==> config.mk <==
export PLATFORM = sky130hd
export DESIGN_NAME = rom_port_arbiter
export DESIGN_NICKNAME = d
export VERILOG_FILES = /design/src/rtl/rom_port_arbiter.sv
export SDC_FILE = /design/constraint.sdc
export NUM_CORES = 1
export LEC_CHECK = 0
export BUFFER_PORTS_ARGS = -buffer_cell sky130_fd_sc_hd__buf_2
export CAP_MARGIN = 10
export CORE_MARGIN = 2
export CORE_UTILIZATION = 34
export DETAILED_ROUTE_END_ITERATION = 7
export GPL_TIMING_DRIVEN = 0
export PLACE_DENSITY = 0.65
export SYNTH_ARGS = -nofsm -noshare
export SYNTH_HDL_FRONTEND = slang
export SYNTH_SLANG_ARGS = --single-unit
==> constraint.sdc <==
create_clock -name MCLK -period 2.7 [get_ports MCLK]
set_input_delay 0.405 -clock MCLK [delete_from_list [all_inputs] [get_ports MCLK]]
set_output_delay 0.405 -clock MCLK [all_outputs]
set_load 0.005 [all_outputs]
==> src/rtl/rom_port_arbiter.sv <==
// Round-robin arbiter sharing one toggle-handshake ROM port between the download writer and the ROM reader.
// Define ROM_MAPPER_EN to build the 8-slot bank mapper on the read address path.
module rom_port_arbiter #(
    parameter int ADDR_W = 25,
    parameter int DATA_W = 16
) (
    input  logic              MCLK,
    input  logic              RESET_N,
    input  logic              wr_req,
    input  logic [ADDR_W-1:0] wr_addr,
    input  logic [DATA_W-1:0] wr_din,
    output logic              wr_ack,
    input  logic              rd_req,
    input  logic [22:0]       rd_addr,
    output logic [DATA_W-1:0] rd_dout,
    output logic              rd_ack,
    input  logic              map_we,
    input  logic [2:0]        map_a,
    input  logic [5:0]        map_d,
    output logic              mem_req,
    output logic              mem_we,
    output logic [ADDR_W-1:0] mem_addr,
    output logic [DATA_W-1:0] mem_din,
    input  logic [DATA_W-1:0] mem_dout,
    input  logic              mem_ack
);

    typedef enum logic [1:0] {
        S_IDLE    = 2'd0,
        S_WR_BUSY = 2'd1,
        S_RD_BUSY = 2'd2
    } state_t;

    state_t r_state;
    state_t w_state_nxt;

    logic              r_wr_ack;
    logic              r_rd_ack;
    logic              r_mem_req;
    logic              r_mem_we;
    logic [ADDR_W-1:0] r_mem_addr;
    logic [DATA_W-1:0] r_mem_din;
    logic [DATA_W-1:0] r_rd_dout;
    logic              r_last_wr;

    logic              w_wr_pend;
    logic              w_rd_pend;
    logic              w_mem_done;
    logic              w_grant_wr;
    logic              w_grant_rd;
    logic              w_acc_wr;
    logic              w_acc_rd;
    logic              w_wr_done;
    logic              w_rd_done;
    logic [ADDR_W-1:0] w_rd_addr;

    assign w_wr_pend  = wr_req ^ r_wr_ack;
    assign w_rd_pend  = rd_req ^ r_rd_ack;
    assign w_mem_done = (mem_ack == r_mem_req);

    // On a tie the side that was not served last wins.
    assign w_grant_wr = w_wr_pend && (!w_rd_pend || !r_last_wr);
    assign w_grant_rd = w_rd_pend && (!w_wr_pend ||  r_last_wr);

`ifdef ROM_MAPPER_EN
    logic [5:0] r_map [8];
    logic       r_use_map;
    logic [5:0] w_map_sel;

    // Slot 0 is hard-wired to bank 0, so writes to it are dropped.
    always_ff @(posedge MCLK or negedge RESET_N) begin
        if (!RESET_N) begin
            for (int i = 0; i < 8; i++) begin
                r_map[i] <= 6'(i);
            end
            r_use_map <= 1'b0;
        end else if (map_we && (map_a != 3'd0)) begin
            r_map[map_a] <= map_d;
            r_use_map    <= 1'b1;
        end
    end

    assign w_map_sel = r_map[rd_addr[21:19]];
    assign w_rd_addr = r_use_map ? ADDR_W'({w_map_sel, rd_addr[18:0]})
                                 : ADDR_W'(rd_addr);
`else
    logic w_unused_map;

    assign w_unused_map = ^{map_we, map_a, map_d};
    assign w_rd_addr    = ADDR_W'(rd_addr);
`endif

    always_ff @(posedge MCLK or negedge RESET_N) begin
        if (!RESET_N) begin
            r_state <= S_IDLE;
        end else begin
            r_state <= w_state_nxt;
        end
    end

    always_comb begin
        w_state_nxt = r_state;
        case (r_state)
            S_IDLE: begin
                if (w_grant_wr) begin
                    w_state_nxt = S_WR_BUSY;
                end else if (w_grant_rd) begin
                    w_state_nxt = S_RD_BUSY;
                end
            end
            S_WR_BUSY: if (w_mem_done) w_state_nxt = S_IDLE;
            S_RD_BUSY: if (w_mem_done) w_state_nxt = S_IDLE;
            default:   w_state_nxt = S_IDLE;
        endcase
    end

    always_comb begin
        w_acc_wr  = 1'b0;
        w_acc_rd  = 1'b0;
        w_wr_done = 1'b0;
        w_rd_done = 1'b0;
        case (r_state)
            S_IDLE: begin
                w_acc_wr = w_grant_wr;
                w_acc_rd = w_grant_rd;
            end
            S_WR_BUSY: w_wr_done = w_mem_done;
            S_RD_BUSY: w_rd_done = w_mem_done;
            default: ;
        endcase
    end

    // Request fields are frozen at accept so later mapper or input changes cannot disturb an outstanding access.
    always_ff @(posedge MCLK or negedge RESET_N) begin
        if (!RESET_N) begin
            r_mem_req  <= 1'b0;
            r_mem_we   <= 1'b0;
            r_mem_addr <= '0;
            r_mem_din  <= '0;
            r_wr_ack   <= 1'b0;
            r_rd_ack   <= 1'b0;
            r_rd_dout  <= '0;
            r_last_wr  <= 1'b0;
        end else begin
            if (w_acc_wr) begin
                r_mem_we   <= 1'b1;
                r_mem_addr <= wr_addr;
                r_mem_din  <= {wr_din[7:0], wr_din[15:8]};
                r_mem_req  <= ~r_mem_req;
            end else if (w_acc_rd) begin
                r_mem_we   <= 1'b0;
                r_mem_addr <= w_rd_addr;
                r_mem_req  <= ~r_mem_req;
            end
            if (w_wr_done) begin
                r_wr_ack  <= ~r_wr_ack;
                r_last_wr <= 1'b1;
            end
            if (w_rd_done) begin
                r_rd_dout <= mem_dout;
                r_rd_ack  <= ~r_rd_ack;
                r_last_wr <= 1'b0;
            end
        end
    end

    assign wr_ack   = r_wr_ack;
    assign rd_ack   = r_rd_ack;
    assign rd_dout  = r_rd_dout;
    assign mem_req  = r_mem_req;
    assign mem_we   = r_mem_we;
    assign mem_addr = r_mem_addr;
    assign mem_din  = r_mem_din;

endmodule
==> reports/summary.md <==
In this run, synthesis inferred 0 flip-flops with an integrated enable. The total power of the final layout was 0.00452 W. The number of antenna diodes in the final layout is 0. IR analysis of the VDD net gives a maximum drop of 0.000521 V. The largest stage delay on the critical path is 410 ps. Dividing the detail-routed wire length by the instance count gives 13.4 µm. After detailed routing, the total wire length is 6300 µm.

STA classifies the critical path startpoint as a flip-flop. The run gives 820 ps as the worst setup slack for register-to-register paths. The async set-reset flop share out of synthesis was 1.00; the initial detailed-routing violation count was 40. The logs give 0.738 for the final estimated routing congestion in global placement and 10.4 ps for the maximum clock skew at final layout.

Once layout is complete, the cells apart from fillers number 470. Traced cell by cell, the critical path runs through inv_1 > ha_1 > inv_1 > a211oi_4 > buf_6 > mux2_2. Counting every net in the synthesized netlist gives 307.

The region available for standard cell placement spans 7610 µm². Y dimension of the die: 91.8 µm. Summed over all layers, the global routing overflow is 0.

The cell with the biggest individual delay on the critical path was dfrtp_1. With fillers left out, the area of the finished cells amounts to 3640 µm². Along the worst path, the maximum fanout reaches 10. The insertion delay to the later sink of the worst-skew pair was 330 ps; the setup fix buffers added after clock tree synthesis was 0. Derived from the worst setup path, the maximum achievable clock frequency is 0.531 GHz. For this design, the CTS-stage hold fixing added 0 buffers. The total of flip-flops plus latches after synthesis was 64; the net total in the final layout was 463.

The total number of vias came out at 2152. Across the run, the number of max-cap violations was 0. The share of post-route cells with drive strength above 1 was 0.543; the number of resized instances in the post-cts repair step was 0. The tools report the met3 usage in global routing as 0.0419. Counting cells, the worst reg-to-reg path comes to 6. After synthesis, the cell types taking the most area are dfrtp_1 (61%), mux2_2 (14%), o22ai_1 (5.7%), o21ai_1 (4.8%), nand2_1 (3.9%). After detailed routing, the number of vias per cell comes to 4.58.

The leakage power summed over all cells was 1.82 nW. The synthesized instance count is 209, and the average instance area after synthesis is 12.6 µm². The tools report the number of clock sinks seen by CTS as 64.

Once placement completed, the tool counted placed cells totaling 456. The run gives 0 as the number of warning messages in the yosys log. Hold violation count in the final report: 0. The die covers 8440 µm².

The met2 track demand over resource in global routing is 0.257. The library cell with the highest instance count after synthesis was dfrtp_1. Entering global routing, the biggest net connects 65 pins. The dominant cell type by area after synthesis is dfrtp_1. The share of the clock period used by the worst path is 0.697. The clock slew seen by the registers of the worst setup and hold paths is 70 ps. The critical setup path kind was reg2reg. Dividing total power by cell area gives a power density of 1240 nW/µm². Total global-route track usage: 0.155.

The post-route minimum period is 1880 ps. The sequential fraction of the synthesis area is 0.610. Setup repair after global routing left no endpoint under its margin. The die is 91.8 µm wide. The run finished with clean final reports. Number of input and output port buffers inserted: 145.

After global routing, the most crowded layer is met2. Data arrives at the worst endpoint at 2090 ps. The number of failing setup endpoints in the final timing report is 0. For the wire length of the first global-routing pass, the log shows 10300 µm. The DRC violations left came out at 0. The number of clock buffers inserted by TritonCTS came out at 9.

Primary flip-flop cell chosen by synthesis mapping: dfrtp_1. No sink is reached through more buffers than the 2 on the longest clock path. The met1 demand-to-capacity share in global routing was 0.189.

The tools report the number of routed nets with antenna violations as 0. The run gives 0 as the number of antenna violations at the first check in global routing. The top cell type's share of synthesized area is 0.610.

Among the stages of the critical path, the cell type that occurs most often is inv_1. The setup TNS is 0 ps. The worst min-delay path class is in2async.

Yosys mapped the design onto 19 distinct sky130hd cell types. The site row count came out at 32. The standard cell area after detailed placement came out at 3480 µm². TritonCTS built the clock tree. The effective utilization at floorplan is 0.345. The H-tree was split into 3 levels. The required time at the worst-slack endpoint was 2910 ps; the slew at the pin closest to its max-slew limit was 811 ps. The via count of the first global-routing pass was 2205. The startpoint of the most critical register-to-register path is r_state[1]. Relative max-transition margin: 0.459. The tools report the capturing point of the worst reg2reg path as mem_din[4]. The area growth from synthesis to final layout was 38.7%. The commonest cells after synthesis are dfrtp_1 (64), mux2_2 (32), nand2_1 (27), o21ai_1 (25), o22ai_1 (24). The logs give 4 for the iteration count of the initial detailed-routing pass and 4680 µm for the final HPWL from detailed placement. The I/O pin count came out at 156.

Final-report max-slew violation count: 0. The tools report the kind of capture point of the worst setup path as a flip-flop. The tightest hold path in the finished design has a slack of 152 ps. The synthesized netlist occupies a cell area of 2620 µm². The tree is rooted in a clkbuf_8.
[state kept, by name, indices dropped and copies added (netlist names)]
name	count
rd_dout	16
mem_req	1
rd_ack	1
r_state	2
mem_din	16
mem_we	1
r_last_wr	1
wr_ack	1
mem_addr	25
[worst max-delay path by stage]
| stage | from | endpoint | slack, ps |
|---|---|---|---|
| 2_1_floorplan | rd_ack | mem_din[0] | 1020 |
| 3_3_place_gp | rd_req | mem_din[14] | 790 |
| 3_5_place_dp | rd_req | mem_din[4] | 750 |
| 4_1_cts | r_state[0] | mem_din[4] | 770 |
| 5_1_grt | r_state[1] | mem_din[4] | 710 |
| 6_report | r_state[1] | mem_din[4] | 820 |
[cell usage in the layout (no fill, tap or decap), types with 4 or more instances in the layout]
cell        n
buf_2     148
dfrtp_1    64
mux2_2     32
nand2_1    27
o21ai_1    25
o22ai_1    24
clkbuf_8   10
xnor2_1     6
inv_1       4
buf_6       4
clkbuf_1    4
[critical path: cells and delay by family, from the launching register on]
family | cells | cell delay (ps)
AO/OA/AOI/OAI | 1 | 400
adder cells (fa/ha/maj) | 1 | 190
buffers and inverters | 3 | 410
flip-flops | 1 | 410
multiplexers | 1 | 350
[metal layers]
metal  routed length [µm]  vias up
met5                    0        -
met4                   99        0
met3                  514        8
met2                 3020       95
met1                 2660      998
li1                     -     1051
[cell families after synthesis]
group / count (synthesis) / synth area share
xor gates and xnor gates: 8 / 0.0267
DFF: 64 / 0.610
buffers and inverters: 16 / 0.0362
adders and majority gates: 3 / 0.0143
AOI/OAI and AO/OA: 58 / 0.134
and+or+nand+nor: 28 / 0.0410
muxes: 32 / 0.137
[per-stage QoR]
stage / utilization / worst slack (ps)
finish: 0.478 / 818
global route: 0.478 / 714
CTS: 0.478 / 773
detailed placement: 0.457 / 755
global placement: 0.457 / 788
floorplan: - / 1020
[area by class of cell]
cell class                 instances  area [µm²]
fill                             740        3970
sequential                        64        1600
multi-input combinational        129         927
timing repair buffer             145         728
clock buffer                      10         138
tap                              102         128
buffer                            12        80.1
clock inverter                     4        22.5
inverter                           4        15.0
[power breakdown]
part,switching (W),total [W],leakage (nW),internal (W)
clock network,0.000349,0.000691,0.0838,0.000343
registers,0.000244,0.00170,0.772,0.00146
logic,0.00106,0.00213,0.967,0.00107
Power figures use the tool's default switching activity.
